==> src/rtl/rf_pulse_pkg.sv <==
// Shared definitions for the RF pulse link (transmitter and receiver).
package rf_pulse_pkg;

  typedef enum logic [1:0] {
    IDLE     = 2'd0,
    PREAMBLE = 2'd1,
    DATA     = 2'd2,
    FINISH   = 2'd3
  } rf_tx_state_t;

  localparam int RF_PREAMBLE_BITS = 8;
  localparam int RF_DATA_BITS     = 64;

  // Default bit timing at a 10 MHz PCLK: 1 ms bit period, 100 ns pulse at 50 %.
  localparam int RF_BIT_CYCLES    = 10000;
  localparam int RF_PULSE_POS     = 5000;
  localparam int RF_PULSE_CYCLES  = 1;

  function automatic int rf_max(input int a, input int b);
    return (a > b) ? a : b;
  endfunction

endpackage

==> src/rtl/rf_bit_timer.sv <==
// Cycle counter k within one bit period, with period-end and pulse-window flags.
// pulse_win looks at the count being loaded for the next cycle, so a flop fed
// from it is high exactly on the cycles where k sits inside the window.
module rf_bit_timer #(
  parameter int BIT_CYCLES   = 10000,
  parameter int PULSE_POS    = 5000,
  parameter int PULSE_CYCLES = 1
) (
  input  logic clk,
  input  logic rst_n,
  input  logic run,
  output logic period_end,
  output logic pulse_win
);

  localparam int KW = $clog2(BIT_CYCLES);
  localparam logic [KW-1:0] K_LAST    = KW'(BIT_CYCLES - 1);
  localparam logic [KW-1:0] WIN_FIRST = KW'(PULSE_POS);
  localparam logic [KW-1:0] WIN_LAST  = KW'(PULSE_POS + PULSE_CYCLES - 1);

  logic [KW-1:0] k_q;
  logic [KW-1:0] k_d;

  assign period_end = (k_q == K_LAST);
  assign pulse_win  = (k_d >= WIN_FIRST) && (k_d <= WIN_LAST);

  // Count while a frame runs, wrapping at the period end; park at 0 otherwise.
  always_comb begin
    k_d = '0;
    if (run && !period_end) begin
      k_d = k_q + KW'(1);
    end
  end

  // Count register.
  always_ff @(posedge clk) begin
    if (!rst_n) begin
      k_q <= '0;
    end else begin
      k_q <= k_d;
    end
  end

endmodule

==> src/rtl/rf_pulse_tx.sv <==
// RF pulse transmitter: preamble of one-bits then the packet MSB first, OOK pulses.
module rf_pulse_tx
  import rf_pulse_pkg::*;
#(
  parameter int BIT_CYCLES    = RF_BIT_CYCLES,
  parameter int PULSE_POS     = RF_PULSE_POS,
  parameter int PULSE_CYCLES  = RF_PULSE_CYCLES,
  parameter int PREAMBLE_BITS = RF_PREAMBLE_BITS,
  parameter int DATA_BITS     = RF_DATA_BITS
) (
  input  logic                 i_PCLK,
  input  logic                 i_PRESETn,
  input  logic                 i_START,
  input  logic                 i_ABORT,
  input  logic [DATA_BITS-1:0] i_PACKET,
  output logic                 o_RFOUT,
  output logic                 o_BUSY,
  output logic                 o_DONE,
  output logic                 o_ABORTED
);

  localparam int BCW = $clog2(rf_max(PREAMBLE_BITS, DATA_BITS)) + 1;
  localparam logic [BCW-1:0] PRE_LAST = BCW'(PREAMBLE_BITS - 1);
  localparam logic [BCW-1:0] DAT_LAST = BCW'(DATA_BITS - 1);

  rf_tx_state_t         state_q, state_d;
  logic [DATA_BITS-1:0] shift_q, shift_d;
  logic [BCW-1:0]       bit_cnt_q, bit_cnt_d;
  logic                 rfout_q, rfout_d;
  logic                 busy_q, busy_d;
  logic                 done_q, done_d;
  logic                 aborted_q, aborted_d;
  logic                 timer_run;
  logic                 period_end;
  logic                 pulse_win;

  // The bit timer only advances while a frame is running and not being aborted.
  assign timer_run = ((state_q == PREAMBLE) || (state_q == DATA)) && !i_ABORT;

  rf_bit_timer #(
    .BIT_CYCLES  (BIT_CYCLES),
    .PULSE_POS   (PULSE_POS),
    .PULSE_CYCLES(PULSE_CYCLES)
  ) u_timer (
    .clk       (i_PCLK),
    .rst_n     (i_PRESETn),
    .run       (timer_run),
    .period_end(period_end),
    .pulse_win (pulse_win)
  );

  // Next-state, shift register, bit counter and registered-output decode.
  always_comb begin
    state_d   = state_q;
    shift_d   = shift_q;
    bit_cnt_d = bit_cnt_q;
    aborted_d = 1'b0;
    unique case (state_q)
      IDLE, FINISH: begin
        state_d = IDLE;
        if (i_START) begin
          state_d   = PREAMBLE;
          shift_d   = i_PACKET;
          bit_cnt_d = '0;
        end
      end
      PREAMBLE: begin
        if (i_ABORT) begin
          state_d   = IDLE;
          bit_cnt_d = '0;
          aborted_d = 1'b1;
        end else if (period_end) begin
          if (bit_cnt_q == PRE_LAST) begin
            state_d   = DATA;
            bit_cnt_d = '0;
          end else begin
            bit_cnt_d = bit_cnt_q + BCW'(1);
          end
        end
      end
      DATA: begin
        if (i_ABORT) begin
          state_d   = IDLE;
          bit_cnt_d = '0;
          aborted_d = 1'b1;
        end else if (period_end) begin
          shift_d = shift_q << 1;
          if (bit_cnt_q == DAT_LAST) begin
            state_d   = FINISH;
            bit_cnt_d = '0;
          end else begin
            bit_cnt_d = bit_cnt_q + BCW'(1);
          end
        end
      end
      default: state_d = IDLE;
    endcase
    busy_d  = (state_d == PREAMBLE) || (state_d == DATA);
    done_d  = (state_d == FINISH);
    rfout_d = pulse_win &&
              ((state_d == PREAMBLE) || ((state_d == DATA) && shift_d[DATA_BITS-1]));
  end

  // State, datapath and output registers with synchronous active-low reset.
  always_ff @(posedge i_PCLK) begin
    if (!i_PRESETn) begin
      state_q   <= IDLE;
      shift_q   <= '0;
      bit_cnt_q <= '0;
      rfout_q   <= 1'b0;
      busy_q    <= 1'b0;
      done_q    <= 1'b0;
      aborted_q <= 1'b0;
    end else begin
      state_q   <= state_d;
      shift_q   <= shift_d;
      bit_cnt_q <= bit_cnt_d;
      rfout_q   <= rfout_d;
      busy_q    <= busy_d;
      done_q    <= done_d;
      aborted_q <= aborted_d;
    end
  end

  assign o_RFOUT   = rfout_q;
  assign o_BUSY    = busy_q;
  assign o_DONE    = done_q;
  assign o_ABORTED = aborted_q;

endmodule

==> config.mk <==
export PLATFORM = sky130hd
export DESIGN_NAME = rf_pulse_tx
export DESIGN_NICKNAME = d
export VERILOG_FILES = /design/src/rtl/rf_pulse_pkg.sv /design/src/rtl/rf_bit_timer.sv /design/src/rtl/rf_pulse_tx.sv
export SDC_FILE = /design/constraint.sdc
export NUM_CORES = 1
export LEC_CHECK = 0
export ABC_AREA = 1
export CAP_MARGIN = 0
export CORE_MARGIN = 4
export CORE_UTILIZATION = 40
export CTS_CLUSTER_DIAMETER = 80
export DETAILED_ROUTE_END_ITERATION = 8
export SETUP_SLACK_MARGIN = 0.02
export SYNTH_ARGS = -nofsm -noshare
export SYNTH_HDL_FRONTEND = slang
export SYNTH_SLANG_ARGS = --single-unit
==> constraint.sdc <==
create_clock -name i_PCLK -period 2 [get_ports i_PCLK]
set_clock_uncertainty 0.2 [all_clocks]
set_input_delay 0.2 -clock i_PCLK [delete_from_list [all_inputs] [get_ports i_PCLK]]
set_output_delay 0.2 -clock i_PCLK [all_outputs]
set_load 0.005 [all_outputs]
==> results of run 1 <==
## kinds of logic after synthesis
family                     after synthesis  synth area share, %
xor gates and xnor gates                 5                0.909
adders and majority gates                8                 2.08
AOI/OAI and AO/OA                      131                 17.1
buffers and inverters                   79                 8.08
DFF                                     91                 37.8
and+or+nand+nor                        382                 34.0
## per-layer routing
| layer | track usage (%) | up-vias | share of wire [%] | wire length [µm] |
|---|---|---|---|---|
| met2 | 29.7 | 118 | 47 | 6670 |
| met4 | 6.01 | 0 | 1.5 | 211 |
| met5 | 0 | - | 0 | 0 |
| li1 | - | 2540 | - | - |
| met1 | 23.5 | 2352 | 47 | 6710 |
| met3 | 3.65 | 19 | 4.3 | 616 |
## final timing paths
path               startpoint           to  slack [ns]  depth (start not counted)
setup / recovery   state_q[0]  shift_q[29]       -0.06                         10
hold / removal    shift_q[10]  shift_q[10]        0.26                          2
hold reg to reg   shift_q[10]  shift_q[10]        0.26                          2
setup reg to reg   state_q[0]  shift_q[29]       -0.06                         10
## registers in the layout, indices dropped and copies added, names as in the netlist
name / count
shift_q: 64
o_DONE: 1
o_RFOUT: 1
u_timer.k_q: 14
bit_cnt_q: 7
o_ABORTED: 1
o_BUSY: 1
state_q: 2
## stage by stage
stage / instances / area, µm² / worst slack [ns] / TNS (ns)
after floorplan: 696 / 4840 / 0.0234 / 0
after global placement: 915 / 5910 / -0.0144 / -0.0144
after detailed placement: 915 / 5910 / -0.0947 / -1.03
after CTS: 934 / 6280 / -0.0302 / -0.0533
after global routing: 952 / 6920 / -0.151 / -5.22
final: 952 / 6920 / -0.0569 / -0.384
## timing repair
item                                    CTS  global route
setup buffers                             5             9
hold buffers                              0             0
pin swaps                                 6            34
endpoints found under the setup margin   48            77
cloned                                    0             9
endpoints found under the hold margin     0             0
gates resized for setup                  15           108
## cell type report
cell class / instances / share of cell area [%]
well taps: 143 / 2.59
inverters: 35 / 2.17
clock inverters: 3 / 0.579
multi-input cells: 526 / 43.6
repair buffers: 143 / 21.1
flip-flops and latches: 91 / 26.5
clock buffers: 11 / 3.51
## report_power, final
| group | total, µW | switching (µW) | internal [µW] |
|---|---|---|---|
| Sequential | 1890 | 26.7 | 1860 |
| Clock | 1680 | 691 | 985 |
| Combinational | 708 | 351 | 357 |
## synth_stat cells, types with 10 or more instances
cell type,instances
a21oi_1,73
buf_2,14
clkbuf_1,18
dfxtp_1,91
inv_1,25
nand2_1,244
nand3_1,48
nand4_1,19
nor2_1,44
nor3_1,12
o21ai_0,10
o2bb2ai_1,42
## worst min-delay path: stages, from the launching register on
cell and delay [ns]:
dfxtp_1 0.31, nand2_1 0.06, a21oi_1 0.05
==> metrics.txt, run 1 <==
Unique masters post-synth=34; Worst-Margin Slew=between 0.5 and 0.6 ns; violated checks=negative setup slack; Max clock buf depth=2; DR DRC count=0; Min-Delay Path Class=reg2reg; Post-synth EDFFs=0; Post-Route WL=14.2 mm; Clock Latency Late Sink=0.34 ns; leakage dissipation=0.00254 µW; vias in the first global route=4603; post-route ant nets=0; clock root buffer=clkbuf_16; most common cell after layout, fill and taps aside=nand2_1; hold slack=0.263 ns; Power Dens Cells=618 mW/mm²; Top FF cell, synth=dfxtp_1; Worst setup SP type=flip-flop; initial DRC count=329; top cell type's share of synthesized area=~38%; register bit total from synthesis=91; DIE AREA=about 0.014 mm²; register clock-pin slew on the reported worst setup and hold paths=around 0.060 ns; drt first pass iters=6; first-pass GRT wire length=roughly 21 mm; row count=39; CP max stage cell=dfxtp_2; worst endpoint required time=2.07 ns; Die Wd=between 100 and 150 µm; max_cap viols=0; final setup fails=23; via density per instance=~5.3; nets=882; critical path class=reg2reg; clock buffer count from CTS=9; area of the multi-input gates=0.00301 mm²; fin. max-slew vios=0; dominant cell type by area after synthesis=dfxtp_1; Overall Power=4270 µW; buffer and inverter count on the worst path=3; vias=5029; final cycle utilization of the critical path=103%; Crit. End Element=flip-flop; Gate Count Post-Synth=696; Ys Warns=0; Die H=~120 µm; Post-Synthesis Cell Area=between 0.004 and 0.005 mm²; initial antenna violation count=0; Worst VDD drop=between 300 and 400 µV; Register Area=0.00183 mm²; Post-Syn Nets=a little under 800; CP Cell Sequence=inv_1 -> ha_4 -> inv_2 -> nor2_1 -> a21oi_2 -> nand2_4 -> nor2_8 -> clkbuf_16 -> nand2_1 -> a21oi_1; endpoints failing hold=0; post-DP HPWL=8.35 mm; peak fanout along the critical path=9; # IOs=72; max incr delay on CP=0.32 ns; gr usage total=18.0%; CTS sink cnt=between 90 and 100; asr flop ratio synth=0%; RSZ-0062 raised after global routing=true; CTS tree=built; Layout fillers=about 1100; H-tree levels=3; register area share after synthesis=between 30% and 40%; ANT cells=0; final worst slack=-0.0569 ns; status=finished, violations left; initial core utilization=41.5%; Area Overhead vs Synth=43.6%; largest net degree at the start of global routing=between 70 and 80; synth top area cells=dfxtp_1 (38%), nand2_1 (19%), o2bb2ai_1 (7.6%); Rel. slew slack=66.3%; Core Util, Final=approximately three fifths; most frequent cells in the layout=nand2_1 (218), dfxtp_1 (86), clkdlybuf4s50_1 (71), buf_4 (52), nand3_1 (45); post-DR wirelength/cell=between 10 and 15 µm; minimum clock period=2.06 ns; share of cells above drive strength 1=24.0%; Routability Congestion=roughly 0.93; arrival time at the worst endpoint=2.12 ns; Overflow after GRT=0; Worst path top cell family by delay=simple AND/OR/NAND/NOR gates; core box area=approximately 0.012 mm²; f_max=486 MHz; Mean Syn Cell Area=6.92 µm²; # port buffers=71
No activity file was read; power rests on OpenSTA's default activity.
==> run 2, diff against run 1 <==
Settings changed: SKIP_LAST_GASP set to 1.
==> run 2 against run 1 <==
  * The flow still finishes with violations (negative setup slack)
  * Clock power is essentially flat
  * Utilization is 0.24 points lower
  * Maximum frequency about the same
  * Worst setup slack better by 0.0018 ns
  * Hold slack barely moved
  * Highest routed layer unchanged
  * Via count increased by 0.54%
  * Sequential power about the same
  * Combinational power shrank 0.8%
  * Die area did not move
  * Critical path depth is the same
==> metrics.txt, run 2 (synthesis results as in run 1) <==
Worst path top cell family by delay=simple AND/OR/NAND/NOR gates; Routability Congestion=0.928; nets=882; final setup fails=25; # IOs=72; buffer and inverter count on the worst path=3; fin. max-slew vios=0; max incr delay on CP=about 0.32 ns; initial core utilization=41.5%; Final Instance Area=0.00689 mm²; critical path class=reg2reg; Die H=about 120 µm; Max clock buf depth=2; first-pass GRT wire length=21.3 mm; register clock-pin slew on the reported worst setup and hold paths=0.06 ns; drt first pass iters=5; top flop regs=shift_q x64, u_timer.k_q x14, bit_cnt_q x7; clock buffer count from CTS=9; CTS tree=built; DR DRC count=0; f_max=487 MHz; Area Overhead vs Synth=43.0%; final worst slack=-0.0551 ns; Rel. slew slack=67.3%; Power Dens Cells=619 mW/mm²; leakage dissipation=0.00254 µW; most frequent cells in the layout=nand2_1 (221), dfxtp_1 (86), clkdlybuf4s50_1 (71), buf_4 (52); largest net degree at the start of global routing=79; core box area=0.0116 mm²; endpoints failing hold=0; vias in the first global route=4603; hold slack=approximately 0.26 ns; Min-Delay Path Class=reg2reg; max FFs per register=64; CTS sink cnt=approximately 90; Crit. End Element=flip-flop; share of cells above drive strength 1=23.0%; H-tree levels=3; Hold Buf Count CTS=0; Placed Area=about 0.0059 mm²; Overflow after GRT=0; post-route ant nets=0; CP max stage cell=dfxtp_2; final cycle utilization of the critical path=103%; Worst-Margin Slew=0.491 ns; clock root buffer=clkbuf_16; initial DRC count=304; vias=5056; Post-Route WL=about 14 mm; worst endpoint required time=2.07 ns; status=finished, violations left; violated checks=negative setup slack; # port buffers=roughly 70; most common cell after layout, fill and taps aside=nand2_1; gr usage total=18.0%; post-DR wirelength/cell=approximately 15 µm; arrival time at the worst endpoint=2.12 ns; peak fanout along the critical path=9; DIE AREA=0.0139 mm²; max_cap viols=0; Worst setup SP type=flip-flop; ANT cells=0; Clock Latency Late Sink=0.34 ns; Worst VDD drop=about 360 µV; Core Util, Final=about three fifths; initial antenna violation count=0; minimum clock period=~2.1 ns; post-DP HPWL=8.35 mm; CP Cell Sequence=inv_1 -> ha_4 -> inv_2 -> nor2_1 -> a21oi_2 -> nand2_4 -> nor2_8 -> clkbuf_16 -> nand2_1 -> a21oi_1; RSZ-0062 raised after global routing=true; row count=39; Die Wd=118 µm; via density per instance=around 5.3; Top reg by flops=shift_q
-- run 2: path summary, 6_finish.rpt --
| kind | depth (start not counted) | slack (ns) | from | end |
|---|---|---|---|---|
| setup / recovery | 10 | -0.06 | state_q[0] | shift_q[29] |
| hold / removal | 2 | 0.26 | shift_q[10] | shift_q[10] |
| setup reg to reg | 10 | -0.06 | state_q[0] | shift_q[29] |
| hold reg to reg | 2 | 0.26 | shift_q[10] | shift_q[10] |
-- run 2: final cells by class --
type / count / area (µm²)
Inverter: 35 / 148
Sequential cell: 91 / 1830
Fill cell: 1086 / 4730
Tap cell: 143 / 179
Clock inverter: 3 / 40.0
Timing Repair Buffer: 143 / 1460
Multi-Input combinational cell: 526 / 2990
Clock buffer: 11 / 243
-- run 2: report_power, final --
part | switching, µW | leakage (µW) | internal, µW
registers | 26.4 | 0.000740 | 1860
logic | 347 | 0.00166 | 355
clock network | 687 | 0.000141 | 985
total | 1060 | 0.00254 | 3200
-- run 2: repair_timing --
action,in CTS,in global routing
pin swaps,6,32
buffers inserted,5,9
endpoints found under the setup margin,48,77
resized for setup,14,100
gates cloned,0,9
-- run 2: layer usage --
layer / global-route usage (%) / vias up / routed length, µm
li1: - / 2543 / -
met1: 23.5 / 2358 / 6560
met2: 29.7 / 138 / 6700
met3: 3.65 / 17 / 686
met4: 6.01 / 0 / 198
met5: 0 / - / 0
-- run 2: metrics by stage --
stage | worst slack (ns) | total power (µW) | TNS, ns | std cells
final | -0.0551 | 4260 | -0.398 | 952
after global routing | -0.151 | 4420 | -5.29 | 952
after CTS | -0.0302 | 4140 | -0.0635 | 934
after detailed placement | -0.0947 | 2460 | -1.03 | 915
after global placement | -0.0144 | 2450 | -0.0144 | 915
after floorplan | 0.0234 | 2230 | 0 | 696
-- run 2: worst min-delay path: stages (launching register included) --
cell,delay [ns]
dfxtp_1,0.31
nand2_1,0.06
a21oi_1,0.05
